==> src/rtl/inst_fetch_req_way0_pkg.sv <==
`default_nettype none
// ============================================================================
// Module   : fetch_pkg
// Brief    : Shared width constant, reset PC and buffer entry type for the
//            way-0 fetch-request path.
// Revision : 1.0
// ============================================================================
package fetch_pkg;

    localparam int XLEN = 32;
    localparam logic [XLEN-1:0] RESET_PC_DEFAULT = 32'h8000_0000;

    typedef struct packed {
        logic [XLEN-1:0] addr;
        logic [XLEN-1:0] data;
        logic            filled;
    } fetch_entry_t;

endpackage
`default_nettype wire

==> src/rtl/inst_fetch_req_way0_if.sv <==
`default_nettype none
// ============================================================================
// Module   : inst_fetch_req_way0_if
// Brief    : Redirect, instruction-memory and fetch-unit handshake bundle.
// Revision : 1.0
// ============================================================================
interface inst_fetch_req_way0_if;
    import fetch_pkg::*;

    logic            jumpFlag_i;
    logic [XLEN-1:0] jumpAddr_i;
    logic            request_o;
    logic [XLEN-1:0] instAddr_fetch_o;
    logic            req_ready_i;
    logic            resp_valid_i;
    logic [XLEN-1:0] resp_data_i;
    logic            valid_o;
    logic [XLEN-1:0] inst_o;
    logic [XLEN-1:0] instAddr_o;
    logic            ready_i;

    modport master (
        input  jumpFlag_i, jumpAddr_i, req_ready_i, resp_valid_i, resp_data_i, ready_i,
        output request_o, instAddr_fetch_o, valid_o, inst_o, instAddr_o
    );

    modport slave (
        output jumpFlag_i, jumpAddr_i, req_ready_i, resp_valid_i, resp_data_i, ready_i,
        input  request_o, instAddr_fetch_o, valid_o, inst_o, instAddr_o
    );

endinterface
`default_nettype wire

==> src/rtl/inst_fetch_req_way0_entry_buffer.sv <==
`default_nettype none
// ============================================================================
// Module   : fetch_entry_buffer
// Brief    : DEPTH-slot in-order fetch buffer with alloc/fill/read pointers
//            and a flush that discards every entry.
// Revision : 1.0
// ============================================================================
module fetch_entry_buffer
    import fetch_pkg::*;
#(
    parameter  int DEPTH = 2,
    localparam int PTR_W = (DEPTH > 1) ? $clog2(DEPTH) : 1,
    localparam int CNT_W = $clog2(DEPTH + 1)
) (
    input  wire logic            clk,
    input  wire logic            reset_n,
    input  wire logic            flush_i,
    input  wire logic            alloc_i,
    input  wire logic [XLEN-1:0] alloc_addr_i,
    input  wire logic            fill_i,
    input  wire logic [XLEN-1:0] fill_data_i,
    input  wire logic            pop_i,
    output fetch_entry_t         head_o,
    output logic [CNT_W-1:0]     occupancy_o,
    output logic [CNT_W-1:0]     inflight_o
);

    fetch_entry_t      slots_q [DEPTH];
    logic [PTR_W-1:0]  alloc_ptr_q;
    logic [PTR_W-1:0]  fill_ptr_q;
    logic [PTR_W-1:0]  rd_ptr_q;
    logic [CNT_W-1:0]  occupancy_q;
    logic [CNT_W-1:0]  inflight_q;

    // Alloc, fill and pop always address distinct slots: alloc targets a free
    // slot, fill an allocated-unfilled one, pop a filled one.
    always_ff @(posedge clk or negedge reset_n) begin
        if (!reset_n) begin
            for (int i = 0; i < DEPTH; i++) begin
                slots_q[i] <= '0;
            end
            alloc_ptr_q <= '0;
            fill_ptr_q  <= '0;
            rd_ptr_q    <= '0;
            occupancy_q <= '0;
            inflight_q  <= '0;
        end else if (flush_i) begin
            for (int i = 0; i < DEPTH; i++) begin
                slots_q[i].filled <= 1'b0;
            end
            fill_ptr_q  <= alloc_ptr_q;
            rd_ptr_q    <= alloc_ptr_q;
            occupancy_q <= '0;
            inflight_q  <= '0;
        end else begin
            if (alloc_i) begin
                slots_q[alloc_ptr_q].addr   <= alloc_addr_i;
                slots_q[alloc_ptr_q].filled <= 1'b0;
                alloc_ptr_q                 <= alloc_ptr_q + 1'b1;
            end
            if (fill_i) begin
                slots_q[fill_ptr_q].data   <= fill_data_i;
                slots_q[fill_ptr_q].filled <= 1'b1;
                fill_ptr_q                 <= fill_ptr_q + 1'b1;
            end
            if (pop_i) begin
                slots_q[rd_ptr_q].filled <= 1'b0;
                rd_ptr_q                 <= rd_ptr_q + 1'b1;
            end
            occupancy_q <= occupancy_q + CNT_W'(alloc_i) - CNT_W'(pop_i);
            inflight_q  <= inflight_q + CNT_W'(alloc_i) - CNT_W'(fill_i);
        end
    end

    assign head_o      = slots_q[rd_ptr_q];
    assign occupancy_o = occupancy_q;
    assign inflight_o  = inflight_q;

endmodule
`default_nettype wire

==> src/rtl/inst_fetch_req_way0.sv <==
`default_nettype none
// ============================================================================
// Module   : inst_fetch_req_way0
// Brief    : Way-0 fetch-request generator: owns the PC, issues memory
//            requests, buffers in-order responses and drops stale ones after
//            a jump. Optional perf counters: define FETCH_PERF_CNT_EN.
// Revision : 1.0
// ============================================================================
module inst_fetch_req_way0
    import fetch_pkg::*;
#(
    parameter logic [XLEN-1:0] RESET_PC = RESET_PC_DEFAULT,
    parameter int              DEPTH    = 2,
    parameter logic [XLEN-1:0] PC_STEP  = 32'd4
) (
    input  wire logic               clk,
    input  wire logic               reset_n,
    inst_fetch_req_way0_if.master   bus
`ifdef FETCH_PERF_CNT_EN
    ,
    output logic [31:0]             perf_issued_o,
    output logic [31:0]             perf_dropped_o,
    output logic [31:0]             perf_stall_o
`endif
);

    localparam int CNT_W = $clog2(DEPTH + 1);

    logic [XLEN-1:0]  pc_q;
    logic [XLEN-1:0]  pc_d;
    logic [CNT_W-1:0] drop_cnt_q;
    logic [CNT_W-1:0] drop_cnt_d;
    logic [CNT_W-1:0] occupancy;
    logic [CNT_W-1:0] inflight;
    logic [CNT_W:0]   credits_used;
    fetch_entry_t     head;
    logic             fire;
    logic             resp_drop;
    logic             fill;
    logic             deliver;

    // Stale responses still owed by memory consume credits just like live entries.
    assign credits_used = {1'b0, occupancy} + {1'b0, drop_cnt_q};

    assign bus.request_o        = reset_n & ~bus.jumpFlag_i & (credits_used < (CNT_W + 1)'(DEPTH));
    assign bus.instAddr_fetch_o = pc_q;
    assign fire                 = bus.request_o & bus.req_ready_i;

    assign resp_drop = bus.resp_valid_i & (drop_cnt_q != '0);
    assign fill      = bus.resp_valid_i & (drop_cnt_q == '0) & ~bus.jumpFlag_i;

    assign bus.valid_o    = head.filled & (occupancy != '0) & ~bus.jumpFlag_i;
    assign bus.inst_o     = head.data;
    assign bus.instAddr_o = head.addr;
    assign deliver        = bus.valid_o & bus.ready_i;

    always_comb begin
        pc_d       = pc_q;
        drop_cnt_d = drop_cnt_q;
        if (bus.jumpFlag_i) begin
            pc_d       = bus.jumpAddr_i;
            drop_cnt_d = drop_cnt_q + inflight - CNT_W'(bus.resp_valid_i);
        end else begin
            if (fire) begin
                pc_d = pc_q + PC_STEP;
            end
            drop_cnt_d = drop_cnt_q - CNT_W'(resp_drop);
        end
    end

    always_ff @(posedge clk or negedge reset_n) begin
        if (!reset_n) begin
            pc_q       <= RESET_PC;
            drop_cnt_q <= '0;
        end else begin
            pc_q       <= pc_d;
            drop_cnt_q <= drop_cnt_d;
        end
    end

    fetch_entry_buffer #(
        .DEPTH (DEPTH)
    ) u_buffer (
        .clk          (clk),
        .reset_n      (reset_n),
        .flush_i      (bus.jumpFlag_i),
        .alloc_i      (fire),
        .alloc_addr_i (pc_q),
        .fill_i       (fill),
        .fill_data_i  (bus.resp_data_i),
        .pop_i        (deliver),
        .head_o       (head),
        .occupancy_o  (occupancy),
        .inflight_o   (inflight)
    );

    a_resp_expected: assert property (@(posedge clk) disable iff (!reset_n)
        bus.resp_valid_i |-> ((drop_cnt_q != '0) || (inflight != '0)));

    a_credit_bound: assert property (@(posedge clk) disable iff (!reset_n)
        credits_used <= (CNT_W + 1)'(DEPTH));

`ifdef FETCH_PERF_CNT_EN
    logic [31:0] perf_issued_q;
    logic [31:0] perf_dropped_q;
    logic [31:0] perf_stall_q;

    always_ff @(posedge clk or negedge reset_n) begin
        if (!reset_n) begin
            perf_issued_q  <= '0;
            perf_dropped_q <= '0;
            perf_stall_q   <= '0;
        end else begin
            if (fire && (perf_issued_q != '1)) begin
                perf_issued_q <= perf_issued_q + 1'b1;
            end
            if (bus.resp_valid_i && ((drop_cnt_q != '0) || bus.jumpFlag_i) && (perf_dropped_q != '1)) begin
                perf_dropped_q <= perf_dropped_q + 1'b1;
            end
            if (bus.valid_o && !bus.ready_i && (perf_stall_q != '1)) begin
                perf_stall_q <= perf_stall_q + 1'b1;
            end
        end
    end

    assign perf_issued_o  = perf_issued_q;
    assign perf_dropped_o = perf_dropped_q;
    assign perf_stall_o   = perf_stall_q;
`endif

endmodule
`default_nettype wire

==> src/flat_wrapper.sv <==
// flat-port wrapper written by rule: the top's interface ports become plain ports
module inst_fetch_req_way0_flat import fetch_pkg::*;
#(
    parameter logic [XLEN-1:0] RESET_PC = RESET_PC_DEFAULT,
    parameter int              DEPTH    = 2,
    parameter logic [XLEN-1:0] PC_STEP  = 32'd4
)
  (clk, reset_n, bus_jumpFlag_i, bus_jumpAddr_i, bus_req_ready_i, bus_resp_valid_i, bus_resp_data_i, bus_ready_i, bus_request_o, bus_instAddr_fetch_o, bus_valid_o, bus_inst_o, bus_instAddr_o);
  inst_fetch_req_way0_if bus_i ();
  input  wire logic clk;
  input  wire logic reset_n;
  input wire logic [$bits(bus_i.jumpFlag_i)-1:0] bus_jumpFlag_i;
  input wire logic [$bits(bus_i.jumpAddr_i)-1:0] bus_jumpAddr_i;
  input wire logic [$bits(bus_i.req_ready_i)-1:0] bus_req_ready_i;
  input wire logic [$bits(bus_i.resp_valid_i)-1:0] bus_resp_valid_i;
  input wire logic [$bits(bus_i.resp_data_i)-1:0] bus_resp_data_i;
  input wire logic [$bits(bus_i.ready_i)-1:0] bus_ready_i;
  output wire logic [$bits(bus_i.request_o)-1:0] bus_request_o;
  output wire logic [$bits(bus_i.instAddr_fetch_o)-1:0] bus_instAddr_fetch_o;
  output wire logic [$bits(bus_i.valid_o)-1:0] bus_valid_o;
  output wire logic [$bits(bus_i.inst_o)-1:0] bus_inst_o;
  output wire logic [$bits(bus_i.instAddr_o)-1:0] bus_instAddr_o;
  assign bus_i.jumpFlag_i = bus_jumpFlag_i;
  assign bus_i.jumpAddr_i = bus_jumpAddr_i;
  assign bus_i.req_ready_i = bus_req_ready_i;
  assign bus_i.resp_valid_i = bus_resp_valid_i;
  assign bus_i.resp_data_i = bus_resp_data_i;
  assign bus_i.ready_i = bus_ready_i;
  assign bus_request_o = bus_i.request_o;
  assign bus_instAddr_fetch_o = bus_i.instAddr_fetch_o;
  assign bus_valid_o = bus_i.valid_o;
  assign bus_inst_o = bus_i.inst_o;
  assign bus_instAddr_o = bus_i.instAddr_o;
  inst_fetch_req_way0 #(.RESET_PC(RESET_PC), .DEPTH(DEPTH), .PC_STEP(PC_STEP)) u_core (.clk(clk), .reset_n(reset_n), .bus(bus_i));
endmodule
==> config.mk <==
export PLATFORM = sky130hd
export DESIGN_NAME = inst_fetch_req_way0_flat
export DESIGN_NICKNAME = d
export VERILOG_FILES = /design/src/rtl/inst_fetch_req_way0_pkg.sv /design/src/rtl/inst_fetch_req_way0_if.sv /design/src/rtl/inst_fetch_req_way0_entry_buffer.sv /design/src/rtl/inst_fetch_req_way0.sv /design/src/flat_wrapper.sv
export SDC_FILE = /design/constraint.sdc
export NUM_CORES = 1
export LEC_CHECK = 0
export ABC_AREA = 1
export CAP_MARGIN = 10
export CORE_ASPECT_RATIO = 1.25
export CORE_MARGIN = 2
export CORE_UTILIZATION = 25
export CTS_CLUSTER_DIAMETER = 40
export CTS_CLUSTER_SIZE = 14
export DETAILED_ROUTE_END_ITERATION = 7
export PLACE_DENSITY = 0.49
export RECOVER_POWER = 50
export SETUP_SLACK_MARGIN = 0.3
export SLEW_MARGIN = 0
export SYNTH_ARGS = -nofsm -noshare
export SYNTH_HDL_FRONTEND = slang
export SYNTH_SLANG_ARGS = --single-unit
==> constraint.sdc <==
create_clock -name clk -period 2.5 [get_ports clk]
set_input_delay 0.625 -clock clk [delete_from_list [all_inputs] [get_ports clk]]
set_output_delay 0.625 -clock clk [all_outputs]
set_load 0.05 [all_outputs]
==> results.cfg, run 1 <==
[floorplan]
row_count = 75
io_pins = 168
die_w_um = 168
die_height_um = 210
die_area_um2 = 35300
start_util = 0.253
core_um2 = 33400

[power]
p_per_area_nw_per_um2 = 1330
peakVddDrop_uv = 532
finalPower_mw = 18.4
p_leak_nw = 6.63

[layout]
nFillCells = 3367
area_growth_pct = 64.2
num_antenna_cells = 0
nNetsFinal = 1427
design_area_um2 = 13900
layout-drive-gt1-share = 0.274
fin_util = 0.415

[clocking]
root_buffer = clkbuf_16
h-tree-depth = 4
cts_buffers = 17
clockBufferDepth = 2
cts.clk_slew.worst_paths_ns = 0.06
cts_tree = done
insertion_delay_ns = 0.43
cts.sinks = 171

[critical_path]
crit_family = buffers and inverters
path_max_fanout = 8
cp-start-kind = flop
critPathSlowestCell = dfrtp_4
max_stage_delay_ns = 0.50
crit_type = reg2out
crit_arrival_ns = 1.80
worst_setup_path_end_kind = output pin
path_buf_inv = 5
critPathRequiredTime_ns = 1.88
crit_chain = buf_6 -> buf_12 -> buf_8 -> buf_12 -> nand2_1 -> nand2_4 -> buf_8

[detailed_routing]
wire_per_inst_um = 17.8
drc_errors = 0
routed_wl_um = 31700
first_pass_iters = 5
drtIter0Drc = 444
vias = 8194
vias_per_cell = 4.60
postRouteAntennaNets = 0

[logic_synthesis]
yosys.area_share.simple = 0.277
synth-compound-area-share = 0.107
synth_largest_area_cell = dfrtp_1
syn-num-nets = 1206
yosysSeqAreaShare = 0.506
synth_fa_ha_area_frac = 0.0142
synthTopCellsByArea = dfrtp_1, nand2_1, o21ai_0, inv_1, nor2_1
syn_area_um2 = 8450
synthTopCellsByCount = nand2_1, dfrtp_1, o21ai_0
syn_area_per_cell_um2 = 7.50
synth_xor_area_frac = 0.0145
synth_top_family_by_area = simple AND/OR/NAND/NOR gates
post_synth_inst_count = 1127
async_flop_share = 1.00
post-synth-top-count-cell = nand2_1
synth_edf_count = 0
synthDominantCellAreaShare = 0.503
synth_cell_types = 29
synth_mux_area_frac = 0
ys.flop_type = dfrtp_1
synth.ff_latch_count = 171
yosysWarnings = 0

[timing]
final.setup_skew_ns = 0.0130
final-setup-viol-count = 0
fin_crit_sh = 0.969
slew_viol_final = 168
rsz0062_at_grt = true
timing.final.crit_period_ns = 2.42
tns_ns = 0
setup_slack_ns = 0.0779
worst_pin_slew_ns = 1.60
hold_viol_final = 0
maxSlewHeadroom = -0.0688
fmax_mhz = 413

[place]
dp_slack_ns = 0.181
place.gp.congestion = 0.865
port_buffers = 167
placed_area_um2 = 10900
dp_hpwl_um = 18400

[global_routing]
grt_pass1_vias = 8028
gr-total-overflow = 0
grt_pass1_wl_um = 45400
antenna_found_initial = 0
track_usage = 0.166
grt_max_degree = 168

[run_status]
outcome = finished with violations
violations = max-capacitance violations, max-slew violations

[flow_run]
max-cap-violations = 1

[worst_hold_path]
hold_class = reg2reg
[cell type report]
| class | instances | area (um^2) | area share |
|---|---|---|---|
| multi-input combinational | 809 | 4750 | 0.342 |
| sequential | 171 | 4280 | 0.309 |
| timing repair buffer | 243 | 3320 | 0.239 |
| tap | 423 | 529 | 0.0381 |
| clock buffer | 21 | 460 | 0.0332 |
| inverter | 106 | 420 | 0.0303 |
| clock inverter | 9 | 115 | 0.00829 |
[worst paths after layout]
path,end,slack [ns],start,cells after the start
min in group asynchronous,u_core.drop_cnt_q[0]$_DFF_PN0_,0.61,reset_n,2
hold reg to reg,flop,0.47,flop,2
setup reg to reg,u_core.u_buffer.occupancy_o[1]$_DFF_PN0_,0.27,u_core.u_buffer.occupancy_o[0]$_DFF_PN0_,11
max in group asynchronous,u_core.u_buffer.rd_ptr_q$_DFFE_PN0P_,0.69,reset_n,2
setup / recovery,bus_instAddr_o[28],0.08,u_core.u_buffer.rd_ptr_q$_DFFE_PN0P_,7
hold / removal,flop,0.47,flop,2
[worst register-to-register path, stage by stage (launching register included)]
cell and delay (ns):
dfrtp_1 0.39, nand2_1 0.06, inv_1 0.04, fa_1 0.44, nor2_2 0.11, buf_4 0.13, nand4_4 0.18, ha_4 0.34
inv_2 0.04, ha_4 0.15, xor2_2 0.15, nor2_1 0.05
[cell families (layout without fill, tap and decap cells)]
kind of cell	after synthesis	after routing
AO/OA/AOI/OAI	172	172
XOR/XNOR	14	14
flip-flops	171	171
buffers and inverters	157	379
adder cells (fa/ha/maj)	9	9
AND/OR/NAND/NOR	604	614
[what timing repair did]
action                                 CTS  global route
hold buffers                             1             0
gates cloned                            12            17
pin swaps                               50            44
buffers inserted                        21            17
gates resized for setup                379           111
endpoints found under the hold margin    4             0
setup endpoints to repair              133           146
[metrics by stage]
stage / std cells / hold WS, ns
after detailed placement: 1684 / 0.433
after global placement: 1684 / 0.432
final: 1782 / 0.470
after floorplan: 1127 / 0.329
after CTS: 1748 / 0.466
after global routing: 1782 / 0.510
[power by group]
group	switching, mW	internal [mW]
combinational	6.11	4.86
clock	1.17	1.53
sequential	0.902	3.85
[routing by layer]
layer  vias to the layer above  track usage  part of all wire
met5                         -            0                 0
met4                         0       0.0425             0.024
met3                        37       0.0279             0.042
met2                       244        0.288              0.51
met1                      3954        0.216              0.43
li1                       3959            -                 -
[cell usage in the layout, fill, tap and decap left out, drive strengths merged, types with 2 or more instances in the layout]
master and instances:
dlygate4sd3 2, nand3 30, or2 11, ha 8
clkinv 6, xnor2 5, dfrtp 170, nand2 504
o21ai 159, xor2 9, clkbuf 30, o211ai 8
a21oi 3, dlygate4sd2 31, nor2 64, bufinv 2
o21bai 2, and2 2, inv 106, buf 134
nand4 3, clkdlybuf4s50 66
(Power assumes the default switching activity.)
==> run 2, diff against run 1 <==
--- a/config.mk
+++ b/config.mk
@@ -7,7 +7,6 @@
 export LEC_CHECK = 0
 export ABC_AREA = 1
 export CAP_MARGIN = 10
-export CORE_ASPECT_RATIO = 1.25
 export CORE_MARGIN = 2
 export CORE_UTILIZATION = 25
 export CTS_CLUSTER_DIAMETER = 40
@@ -15,8 +14,7 @@
 export DETAILED_ROUTE_END_ITERATION = 7
 export PLACE_DENSITY = 0.49
 export RECOVER_POWER = 50
-export SETUP_SLACK_MARGIN = 0.3
-export SLEW_MARGIN = 0
+export SLEW_MARGIN = 20
 export SYNTH_ARGS = -nofsm -noshare
 export SYNTH_HDL_FRONTEND = slang
 export SYNTH_SLANG_ARGS = --single-unit
==> run 2 against run 1 <==
  * Combinational power is 30% lower
  * Total power fell by 19%
  * Largest cell class is now sequential cells
  * Global-route usage fell by 1.6 points
  * Critical path type unchanged
  * The run now ends clean
==> results.cfg, run 2 (synthesis results as in run 1) <==
[floorplan]
row_count = 67
start_util = 0.253
die_area_um2 = 35300
die_height_um = 188
die_w_um = 188
io_pins = 168
core_um2 = 33400

[critical_path]
crit_type = reg2out
rr_worst_depth = 7
worst_setup_path_end_kind = output pin
crit_arrival_ns = 1.79
crit_chain = clkinv_1 -> buf_4 -> nand2_1 -> nand2_1 -> buf_4
critPathSlowestCell = dfrtp_4
critPathRequiredTime_ns = 1.88
max_stage_delay_ns = 0.60
path_max_fanout = 19
cp-start-kind = flop

[global_routing]
track_usage = 0.150
antenna_found_initial = 0
gr-total-overflow = 0
grt_pass1_wl_um = 41400
grt_pass1_vias = 7291
grt_max_degree = 169

[detailed_routing]
drtIter0Drc = 555
first_pass_iters = 5
drc_errors = 0
vias_per_cell = 4.34
routed_wl_um = 26100
wire_per_inst_um = 14.9
vias = 7583
postRouteAntennaNets = 0

[power]
finalPower_mw = 14.9
peakVddDrop_uv = 631
p_per_area_nw_per_um2 = 1300
sequentialPowerShare = 0.300
switching_share = 0.449
netSwitchingPower_mw = 6.70
internal-power_mw = 8.23
pwr-share-comb = 0.514
clkPwrFrac = 0.186
p_leak_nw = 5.52

[clocking]
h-tree-depth = 4
cts_buffers = 17
root_buffer = clkbuf_16
clockBufferDepth = 2
insertion_delay_ns = 0.44
cts.sinks = 171
cts.clk_slew.worst_paths_ns = 0.06
cts_tree = done

[timing]
setup_slack_ns = 0.0861
hold_viol_final = 0
final.setup_skew_ns = 0.0156
fmax_mhz = 414
rsz0062_at_grt = true
slew_viol_final = 0
worst_pin_slew_ns = 0.956
fin_crit_sh = 0.966
timing.final.crit_period_ns = 2.41
final-setup-viol-count = 0
maxSlewHeadroom = 0.363

[run_status]
outcome = finished, final reports clean

[layout]
nNetsFinal = 1366
area_growth_pct = 36.2
mostFrequentLayoutCells = nand2_1, dfrtp_1, o21ai_0, inv_1, clkdlybuf4s50_1
final_common_cell = nand2_1
layout-drive-gt1-share = 0.108
num_antenna_cells = 0

[place]
port_buffers = 167
dp_slack_ns = 0.168
dp_hpwl_um = 17900
place.gp.congestion = 0.846

[worst_hold_path]
holdPathStages = 2
hold_class = reg2reg

[flow_run]
max-cap-violations = 0
run 2: final cells by class:
cell class,count,area [um^2]
multi-input cells,799,3500
clock buffers,19,453
inverters,106,400
clock inverters,13,154
repair buffers,192,2160
fillers,3482,21900
flip-flops and latches,171,4280
well taps,448,561
run 2: timing repair:
item | CTS | global route
hold endpoints to repair | 3 | 0
hold buffers | 1 | 0
setup endpoints to repair | 38 | 10
pin swaps | 1 | 1
buffers inserted | 1 | 2
gates resized for setup | 2 | 6
run 2: worst paths after layout:
path | startpoint | endpoint | slack [ns]
max | u_core.u_buffer.rd_ptr_q$_DFFE_PN0P_ | bus_instAddr_o[12] | 0.09
min | flop | flop | 0.47
max reg2reg | u_core.drop_cnt_q[1]$_DFF_PN0_ | flop | 0.26
min reg2reg | flop | flop | 0.47
max in group asynchronous | reset_n | asynchronous set/reset pin | 0.23
min in group asynchronous | reset_n | u_core.u_buffer.occupancy_o[1]$_DFF_PN0_ | 0.60
run 2: critical path, delay by kind of cell (launching register included):
family	cells	cell delay [ns]
flops	1	0.60
buf+inv	3	0.56
simple gates	2	0.20
run 2: per-layer routing:
layer	wire length (um)	share of wire	global-route usage	up-vias
met4	380	0.015	0.0439	0
met5	0	0	0	-
li1	-	-	-	3807
met1	13000	0.50	0.214	3515
met3	1560	0.060	0.0354	22
met2	11200	0.43	0.226	239
run 2: metrics by stage:
stage                     area, um^2   util  cells  hold slack (ns)  TNS (ns)
after floorplan                 8450      -   1127            0.329         0
after global placement         10900  0.325   1711            0.428         0
after detailed placement       10900  0.325   1711            0.431         0
after CTS                      11500  0.344   1745            0.476  -0.00491
after global routing           11500  0.344   1748            0.498   -0.0561
final                          11500  0.344   1748            0.471         0
run 2: power by group through the flow:
stage	clock [mW]	sequential [mW]	combinational [mW]
floorplan	0	4.60	4.35
global placement	0	4.54	7.65
detailed placement	0	4.55	7.70
CTS	2.87	4.48	7.77
global route	2.97	4.62	8.27
finish	2.78	4.48	7.68
==> run 3, diff against run 2 <==
--- a/config.mk
+++ b/config.mk
@@ -12,8 +12,9 @@
 export CTS_CLUSTER_DIAMETER = 40
 export CTS_CLUSTER_SIZE = 14
 export DETAILED_ROUTE_END_ITERATION = 7
+export GPL_ROUTABILITY_DRIVEN = 0
 export PLACE_DENSITY = 0.49
-export RECOVER_POWER = 50
+export RECOVER_POWER = 25
 export SLEW_MARGIN = 20
 export SYNTH_ARGS = -nofsm -noshare
 export SYNTH_HDL_FRONTEND = slang
==> run 3 against run 2 <==
  * Clock power barely moved
  * Critical path depth fell by 4
  * Worst setup slack got worse by 0.0053 ns
  * Flip-flop and latch count is the same
  * Total power hardly changed
  * Cell count stayed put
  * Register-to-register slack about the same
  * Wire length is essentially flat
  * Critical path type unchanged
  * Largest cell class unchanged
  * Largest power group unchanged
==> results.cfg, run 3 (synthesis results as in run 1) <==
[place]
port_buffers = 167
dp_hpwl_um = 17900

[detailed_routing]
routed.top_layer = met4
wl_met3_um = 1460
postRouteAntennaNets = 0
vias_per_cell = 4.33
drc_errors = 0
vias = 7565
m1WireLength_um = 13100
routed_wl_um = 26100
drtIter0Drc = 548
wire_per_inst_um = 14.9
first_pass_iters = 7
dr_wl_met2_um = 11200

[critical_path]
critPathSlowestCell = clkdlybuf4s50_1
max_stage_delay_ns = 0.86
crit_family = buffers and inverters
crit_type = reg2out
path_max_fanout = 6
cp-start-kind = flop
critPathRequiredTime_ns = 1.88
worst_setup_path_end_kind = output pin
crit_arrival_ns = 1.79
path_buf_inv = 1
crit_chain = clkdlybuf4s50_1

[timing]
slew_viol_final = 0
timing.final.crit_period_ns = 2.42
fmax_mhz = 413
fin_hold_ws_ns = 0.471
worst_pin_slew_ns = 0.970
final-setup-viol-count = 0
final.setup_skew_ns = 0.0152
rsz0062_at_grt = true
maxSlewHeadroom = 0.353
fin_crit_sh = 0.968
hold_viol_final = 0

[floorplan]
start_util = 0.253
row_count = 67
die_w_um = 188
die_height_um = 188
io_pins = 168
core_um2 = 33400
die_area_um2 = 35300

[power]
sequentialPowerShare = 0.300
pwr-share-comb = 0.514
p_per_area_nw_per_um2 = 1300
netSwitchingPower_mw = 6.71
clkPwrFrac = 0.186
switching_share = 0.449
p_leak_nw = 5.52
internal-power_mw = 8.23
peakVddDrop_uv = 631

[clocking]
cts.clk_slew.worst_paths_ns = 0.07
cts_buffers = 17
cts.sinks = 171
clockBufferDepth = 2
insertion_delay_ns = 0.44
h-tree-depth = 4
root_buffer = clkbuf_16
cts_tree = done

[layout]
fin_util = 0.344
num_antenna_cells = 0
area_growth_pct = 36.3
nNetsFinal = 1366
layout-drive-gt1-share = 0.109
final_common_cell = nand2_1
mostFrequentLayoutCells = nand2_1, dfrtp_1, o21ai_0, inv_1, clkdlybuf4s50_1

[run_status]
outcome = finished, final reports clean

[global_routing]
grt_pass1_wl_um = 41400
antenna_found_initial = 0
grt_pass1_vias = 7291
grt_max_degree = 169
gr-total-overflow = 0
track_usage = 0.150

[worst_hold_path]
hold_class = reg2reg

[flow_run]
max-cap-violations = 0
## run 3: power groups by stage
stage / Sequential [mW] / Combinational (mW) / Clock [mW]
after floorplan: 4.60 / 4.35 / 0
after global placement: 4.54 / 7.65 / 0
after detailed placement: 4.55 / 7.70 / 0
after CTS: 4.48 / 7.77 / 2.87
after global routing: 4.62 / 8.27 / 2.97
final: 4.48 / 7.68 / 2.79
## run 3: final timing paths
path                       cells past startpoint                                   startpoint  slack, ns                                         end
setup / recovery                               1  u_core.bus.instAddr_fetch_o[12]$_DFFE_PN0N_       0.08                    bus_instAddr_fetch_o[12]
hold / removal                                 2                                         flop       0.47                                        flop
setup reg to reg                               7               u_core.drop_cnt_q[1]$_DFF_PN0_       0.26       u_core.u_buffer.slots_q[65]$_DFF_PN0_
hold reg to reg                                2                                         flop       0.47                                        flop
max in group asynchronous                      4                                      reset_n       0.23                  asynchronous set/reset pin
min in group asynchronous                      2                                      reset_n       0.60  u_core.bus.instAddr_fetch_o[1]$_DFFE_PN0P_
## run 3: final cells by class
| type | instances | area (um^2) |
|---|---|---|
| well taps | 448 | 561 |
| repair buffers | 192 | 2160 |
| multi-input cells | 799 | 3510 |
| inverters | 106 | 400 |
| fillers | 3480 | 21900 |
| flip-flops and latches | 171 | 4280 |
| clock buffers | 19 | 453 |
| clock inverters | 13 | 154 |
## run 3: per-layer routing
| layer | global-route usage | vias up |
|---|---|---|
| met5 | 0 | - |
| met4 | 0.0439 | 0 |
| met3 | 0.0354 | 23 |
| met2 | 0.226 | 229 |
| met1 | 0.214 | 3509 |
| li1 | - | 3804 |
## run 3: worst min-delay path: cells and delay by family, from the launching register on
kind / cells / cell delay (ns)
and+or+nand+nor: 2 / 0.09
DFF: 1 / 0.34
## run 3: stage by stage
| stage | std cells | setup slack, ns | power [mW] | area, um^2 | TNS [ns] |
|---|---|---|---|---|---|
| 6_report | 1748 | 0.0808 | 14.9 | 11500 | 0 |
| 5_1_grt | 1748 | -0.0364 | 15.9 | 11500 | -0.0561 |
| 4_1_cts | 1745 | -0.00491 | 15.1 | 11500 | -0.00491 |
| 3_5_place_dp | 1711 | 0.168 | 12.2 | 10900 | 0 |
| 3_3_place_gp | 1711 | 0.174 | 12.2 | 10900 | 0 |
| 2_1_floorplan | 1127 | 0.0874 | 8.94 | 8450 | 0 |
## run 3: what timing repair did
item	4_1_cts	5_1_grt
hold buffers	1	0
hold endpoints to repair	3	0
buffers inserted	1	2
resized for setup	2	6
pin swaps	1	1
endpoints found under the setup margin	38	10
